**src/rtl/alu_pkg.sv**
```systemverilog
// Shared ALU datapath definitions: opcode encodings and segment arithmetic.
package alu_pkg;

    localparam logic OP_ADD = 1'b0;
    localparam logic OP_SUB = 1'b1;

    // Number of pipeline segments (and stages) for a given width/segment size
    function automatic int unsigned num_segments(input int unsigned width,
                                                 input int unsigned seg);
        return width / seg;
    endfunction

endpackage

```
**src/rtl/csa_segment.sv**
```systemverilog
// Combinational carry-select segment: ripple lower half, dual-computed upper
// half selected by the lower-half carry.
module csa_segment #(
    parameter int unsigned SEG = 8
) (
    input  logic [SEG-1:0] a,
    input  logic [SEG-1:0] b,
    input  logic           ci,
    output logic [SEG-1:0] s,
    output logic           co
);
    localparam int unsigned H = SEG / 2;

    logic [H:0] lo;
    logic [H:0] hi0;
    logic [H:0] hi1;

    // Lower ripple chain plus both speculative upper sums, then carry select
    always_comb begin
        lo  = {1'b0, a[H-1:0]} + {1'b0, b[H-1:0]} + {{H{1'b0}}, ci};
        hi0 = {1'b0, a[SEG-1:H]} + {1'b0, b[SEG-1:H]};
        hi1 = {1'b0, a[SEG-1:H]} + {1'b0, b[SEG-1:H]} + (H+1)'(1);
        s   = {(lo[H] ? hi1[H-1:0] : hi0[H-1:0]), lo[H-1:0]};
        co  = lo[H] ? hi1[H] : hi0[H];
    end

endmodule

```
**src/rtl/csa_addsub_pipe.sv**
```systemverilog
// Pipelined carry-select adder/subtractor: one SEG-bit segment resolved per
// stage, valid/ready handshake with a single global stall enable.
module csa_addsub_pipe
    import alu_pkg::*;
#(
    parameter int unsigned WIDTH = 32,
    parameter int unsigned SEG   = 8
) (
    input  logic             clock,
    input  logic             reset,
    input  logic             in_valid,
    output logic             in_ready,
    input  logic [WIDTH-1:0] data_a,
    input  logic [WIDTH-1:0] data_b,
    input  logic             cin,
    input  logic             sub,
    output logic             out_valid,
    input  logic             out_ready,
    output logic [WIDTH-1:0] sum,
    output logic             cout,
    output logic             ovf,
    output logic             zero
);
    localparam int unsigned NSEG = num_segments(WIDTH, SEG);

    if (SEG < 2 || (SEG % 2) != 0) begin : g_bad_seg
        $error("csa_addsub_pipe: SEG must be even and >= 2");
    end
    if ((WIDTH % SEG) != 0) begin : g_bad_width
        $error("csa_addsub_pipe: WIDTH must be a multiple of SEG");
    end

    logic             stall;
    logic [WIDTH-1:0] b_eff;
    logic             c0;

    // Effective operands: subtract is A + ~B + 1, cin ignored in that mode
    always_comb begin
        b_eff = (sub == OP_ADD) ? data_b : ~data_b;
        c0    = (sub == OP_SUB) ? 1'b1 : cin;
    end

    // Stage k owns segment k; each stage carries resolved low bits upward and
    // the not-yet-consumed operand bits, shifted so the next segment sits at bit 0.
    for (genvar k = 0; k < NSEG; k++) begin : stage_g
        localparam int unsigned LO  = (k + 1) * SEG;
        localparam int unsigned REM = WIDTH - LO;

        logic [SEG-1:0] seg_a, seg_b, seg_s;
        logic           seg_ci, seg_co;
        logic           valid_d, valid_q;
        logic           carry_d, carry_q;
        logic           amsb_d, amsb_q;
        logic           bmsb_d, bmsb_q;
        logic [LO-1:0]  sum_d, sum_q;

        csa_segment #(.SEG(SEG)) u_seg (
            .a  (seg_a),
            .b  (seg_b),
            .ci (seg_ci),
            .s  (seg_s),
            .co (seg_co)
        );

        if (k == 0) begin : src_g
            // First segment consumes the effective operands directly
            always_comb begin
                seg_a   = data_a[SEG-1:0];
                seg_b   = b_eff[SEG-1:0];
                seg_ci  = c0;
                valid_d = in_valid;
                sum_d   = seg_s;
                carry_d = seg_co;
                amsb_d  = data_a[WIDTH-1];
                bmsb_d  = b_eff[WIDTH-1];
            end
        end else begin : src_g
            // Later segments use the previous stage's carry and deskewed bits
            always_comb begin
                seg_a   = stage_g[k-1].ops_g.a_q[SEG-1:0];
                seg_b   = stage_g[k-1].ops_g.b_q[SEG-1:0];
                seg_ci  = stage_g[k-1].carry_q;
                valid_d = stage_g[k-1].valid_q;
                sum_d   = {seg_s, stage_g[k-1].sum_q};
                carry_d = seg_co;
                amsb_d  = stage_g[k-1].amsb_q;
                bmsb_d  = stage_g[k-1].bmsb_q;
            end
        end

        if (REM > 0) begin : ops_g
            logic [REM-1:0] a_d, a_q, b_d, b_q;

            if (k == 0) begin : fill_g
                // Capture the operand bits above segment 0
                always_comb begin
                    a_d = data_a[WIDTH-1:SEG];
                    b_d = b_eff[WIDTH-1:SEG];
                end
            end else begin : fill_g
                // Drop the segment just consumed, keep the rest aligned at bit 0
                always_comb begin
                    a_d = stage_g[k-1].ops_g.a_q[REM+SEG-1:SEG];
                    b_d = stage_g[k-1].ops_g.b_q[REM+SEG-1:SEG];
                end
            end

            // Remaining-operand registers load only with a valid beat
            always_ff @(posedge clock) begin
                if (reset) begin
                    a_q <= '0;
                    b_q <= '0;
                end else if (!stall && valid_d) begin
                    a_q <= a_d;
                    b_q <= b_d;
                end
            end
        end

        if (k == NSEG - 1) begin : out_g
            logic zero_d, zero_q;

            // Zero flag registered alongside the final sum so it is 0 out of reset
            always_comb zero_d = (sum_d == '0);

            // Zero flag register, held with the rest of the output stage
            always_ff @(posedge clock) begin
                if (reset) begin
                    zero_q <= 1'b0;
                end else if (!stall && valid_d) begin
                    zero_q <= zero_d;
                end
            end
        end

        // Stage registers: valid follows the global enable, data loads only
        // with a valid beat so bubbles leave the last results in place
        always_ff @(posedge clock) begin
            if (reset) begin
                valid_q <= 1'b0;
                carry_q <= 1'b0;
                amsb_q  <= 1'b0;
                bmsb_q  <= 1'b0;
                sum_q   <= '0;
            end else if (!stall) begin
                valid_q <= valid_d;
                if (valid_d) begin
                    carry_q <= carry_d;
                    amsb_q  <= amsb_d;
                    bmsb_q  <= bmsb_d;
                    sum_q   <= sum_d;
                end
            end
        end
    end

    // Output stage view, overflow derived from the registered sign bits
    always_comb begin
        out_valid = stage_g[NSEG-1].valid_q;
        sum       = stage_g[NSEG-1].sum_q;
        cout      = stage_g[NSEG-1].carry_q;
        zero      = stage_g[NSEG-1].out_g.zero_q;
        ovf       = ( stage_g[NSEG-1].amsb_q &  stage_g[NSEG-1].bmsb_q & ~sum[WIDTH-1]) |
                    (~stage_g[NSEG-1].amsb_q & ~stage_g[NSEG-1].bmsb_q &  sum[WIDTH-1]);
        stall     = out_valid && !out_ready;
        in_ready  = !stall;
    end

endmodule
```
**config.mk**
```make
export PLATFORM = sky130hd
export DESIGN_NAME = csa_addsub_pipe
export DESIGN_NICKNAME = d
export VERILOG_FILES = /design/src/rtl/alu_pkg.sv /design/src/rtl/csa_segment.sv /design/src/rtl/csa_addsub_pipe.sv
export SDC_FILE = /design/constraint.sdc
export NUM_CORES = 1
export LEC_CHECK = 0
export ABC_AREA = 1
export CORE_AREA = 2 2 129 144
export CTS_BUF_LIST = sky130_fd_sc_hd__clkbuf_2 sky130_fd_sc_hd__clkbuf_4 sky130_fd_sc_hd__clkbuf_8
export DETAILED_ROUTE_END_ITERATION = 10
export DIE_AREA = 0 0 131 146
export MAX_ROUTING_LAYER = met4
export PLACE_DENSITY = 0.7
export SLEW_MARGIN = 20
export SYNTH_ARGS = -nofsm -noshare
export SYNTH_HDL_FRONTEND = slang
export SYNTH_SLANG_ARGS = --single-unit
```
**constraint.sdc**
```tcl
create_clock -name clock -period 2.8 [get_ports clock]
set_clock_uncertainty 0.05 [all_clocks]
set_input_delay 0.28 -clock clock [delete_from_list [all_inputs] [get_ports clock]]
set_output_delay 0.28 -clock clock [all_outputs]
set_load 0.02 [all_outputs]
```
==> flow_summary.json <==
{
  "core_area_um2": 17500,
  "setup_viol": 0,
  "synth_edf_count": 0,
  "nNetsFinal": 1228,
  "routabilityCongestion": 0.814,
  "portBuffers": 106,
  "dieArea_um2": 19100,
  "yosysSeqAreaShare_pct": 45.0,
  "drv_cap": 0,
  "p_per_area_nw_per_um2": 587,
  "p_seq_share_pct": 50.3,
  "syn_nets": 1147,
  "post_cts_buffers": 0,
  "finalWirelength_mm": 16.8,
  "clkPwrFrac_pct": 34.2,
  "final_core_util_pct": 56.4,
  "cts.htree.levels": 4,
  "grt_util_all_layers_pct": 18.7,
  "clock_sinks": 187,
  "dieWidth_um": 131,
  "netlist_area_um2": 8310,
  "antenna_found_initial": 0,
  "nFillCells": 1669,
  "start_util_pct": 47.4,
  "peakVddDrop_uv": 325,
  "insertion_delay_ps": 460,
  "row_count": 51,
  "synth_top_area_share_pct": 45.0,
  "tritoncts": "done",
  "placed_cell_area_um2": 9450,
  "fmax_mhz": 452,
  "hold_class": "in -> reg",
  "die_height_um": 146,
  "timing.final.crit_share_pct": 79.0,
  "period_needed_ps": 2210,
  "grt_pass1_wl_mm": 28.1,
  "antenna_cells": 0,
  "status": "complete, no violations",
  "intPower_uw": 4300,
  "p_leak_uw": 0.00422,
  "finalHoldViolCount": 0,
  "yosys-top-cells-area": "dfxtp_1 (45%), nor2_1 (11%), o21ai_0 (9.5%), ha_1 (4.8%), a21oi_1 (4.5%)",
  "rsz0062_at_grt": "no",
  "start_kind": "flip-flop",
  "cpMaxStageDelayCell": "fa_1",
  "place_hpwl_mm": 12.1,
  "drcViolationCount": 0,
  "yosysTopAreaCell": "dfxtp_1",
  "ys_ff_latch": 187,
  "end_kind": "flip-flop",
  "post_drt_wl_per_cell_um": 12.3,
  "grt_pass1_vias": 6049,
  "synthFlopType": "dfxtp_1",
  "critPathRequiredTime_ps": 3150,
  "clockBufferDepth": 2,
  "path_cells": "inv_1 > fa_1 > inv_1 > fa_1 > nor3b_1 > nand2_1 > nor2_1 > nand3_1 > nor2_1 > nand3_1 > a21oi_1",
  "finalMaxSlewViolations": 0,
  "dr.first_iter.drc_count": 332,
  "layout-drive-gt1-share_pct": 5.52,
  "tightest_slew_ps": 584,
  "synth.avg_cell_area_um2": 8.05,
  "critPathKind": "reg -> reg",
  "ctsResizeCount": 0,
  "cts_buffers": 17,
  "grt_max_degree": 60,
  "slew_headroom_pct": 61.1,
  "slowest_delay_ps": 440,
  "syn_to_final_growth_pct": 19.1,
  "grt-ovfl-total": 0,
  "fin_area_um2": 9900,
  "clock-root-buffer": "clkbuf_8",
  "synth_cells": 1033,
  "ant_nets": 0,
  "crit_fanout": 2,
  "via_per_inst": 4.86,
  "pwr-share-comb_pct": 15.4,
  "clk_pin_slew_worst_paths_ps": 90,
  "ys_types": 36,
  "swShare_pct": 25.9,
  "p_sw_uw": 1500,
  "worstPathArrival_ps": 2560,
  "fin_setup_tns_ps": 0,
  "async_flop_share_pct": 0,
  "dr_total_vias": 6619,
  "ys_warn_count": 0,
  "first_pass_iters": 7,
  "cts_hold_buffers": 0,
  "io_pins": 107
}
cell usage in the layout (no fill, tap or decap), types with 2 or more instances in the layout:
cell             synthesis  layout
o21ai_1                  4       4
o211ai_1                 7       7
nor2_1                 251     251
nand2_1                 67      67
a211oi_1                14      14
nand3_1                 18      18
a21oi_1                 75      75
a31oi_1                  3       3
a211oi_2                 2       2
inv_4                    2       2
fa_1                    12      12
o21ai_0                157     157
clkdlybuf4s50_1          0     105
inv_1                   67      67
inv_2                    4       3
clkbuf_8                 0      18
clkinv_2                 0       2
a21o_1                   3       3
clkinvlp_4               0       3
dfxtp_1                187     187
nand3b_1                 2       2
nand2_2                  2       2
nor2_4                   2       2
bufinv_16                0       5
ha_1                    32      32
xor2_1                  18      18
xnor2_1                 37      37
buf_4                    3      14
nand2_4                  2       2
cells by family after synthesis:
| family | count (synthesis) | synth area share [%] |
|---|---|---|
| compound gates | 269 | 17.4 |
| xor+xnor | 55 | 5.80 |
| simple gates | 346 | 16.6 |
| flops | 187 | 45.0 |
| fa+ha+maj | 44 | 7.71 |
| buf+inv | 132 | 7.44 |
Yosys cell counts (3+ instances only):
master	number
inv_2	4
buf_4	3
buf_6	8
xor2_1	18
buf_2	30
nand2_1	67
nor2_1	251
a31oi_1	3
a211oi_1	14
nand3_1	18
xnor2_1	37
o21ai_0	157
a21o_1	3
o21ai_1	4
fa_1	12
clkbuf_1	14
dfxtp_1	187
a21oi_1	75
ha_1	32
inv_1	67
o211ai_1	7
metrics by stage:
| stage | hold slack (ps) | worst slack [ps] | std cells | total power, uW |
|---|---|---|---|---|
| after detailed placement | 396 | 182 | 1333 | 3880 |
| after floorplan | 380 | 400 | 1033 | 3590 |
| after global routing | 382 | 452 | 1362 | 6100 |
| after CTS | 347 | 578 | 1362 | 5870 |
| after global placement | 394 | 256 | 1333 | 3860 |
| final | 380 | 588 | 1362 | 5810 |
flip-flops by register name, summed over array words and instances, names as in the netlist:
signal             cells
cout                   1
out_valid              1
stage_g.carry_q        3
stage_g.valid_q        3
stage_g.ops_g.a_q     48
stage_g.sum_q         48
sum                   32
zero                   1
stage_g.amsb_q         1
stage_g.bmsb_q         1
stage_g.ops_g.b_q     48
power by group through the flow:
stage | clock network (uW) | logic, uW | registers (uW)
finish | 1990 | 896 | 2920
global route | 2130 | 1020 | 2940
CTS | 2040 | 904 | 2920
detailed placement | 0 | 899 | 2980
global placement | 0 | 880 | 2980
floorplan | 0 | 614 | 2980
layer usage:
metal / global-route usage (%) / vias to the layer above / wire length, um
met5: - / - / 0
met4: 6.91 / 0 / 297
met3: 3.64 / 21 / 679
met2: 26.9 / 125 / 7140
met1: 25.8 / 2958 / 8630
li1: - / 3515 / -
area by class of cell:
class / count / area, um^2 / area share [%]
tap: 238 / 298 / 3.01
multi-input combinational: 714 / 3950 / 39.9
inverter: 73 / 280 / 2.83
clock buffer: 18 / 248 / 2.50
clock inverter: 11 / 195 / 1.97
sequential: 187 / 3740 / 37.8
timing repair buffer: 121 / 1180 / 11.9
critical path: cells and delay by family (launching register included):
kind,cells,cell delay [ps]
and+or+nand+nor,6,610
DFF,1,310
AOI/OAI and AO/OA,1,120
adders and majority gates,2,880
buffers and inverters,2,170
final timing paths:
path / slack [ps] / cells after the start / startpoint / endpoint
max: 590 / 11 / stage_g[2].carry_q / zero
min: 380 / 3 / data_a[23] / stage_g[0].ops_g.a_q[15]
max reg2reg: 590 / 11 / stage_g[2].carry_q / zero
min reg2reg: 410 / 2 / stage_g[1].sum_q[12] / stage_g[2].sum_q[12]
(Power assumes the default switching activity.)
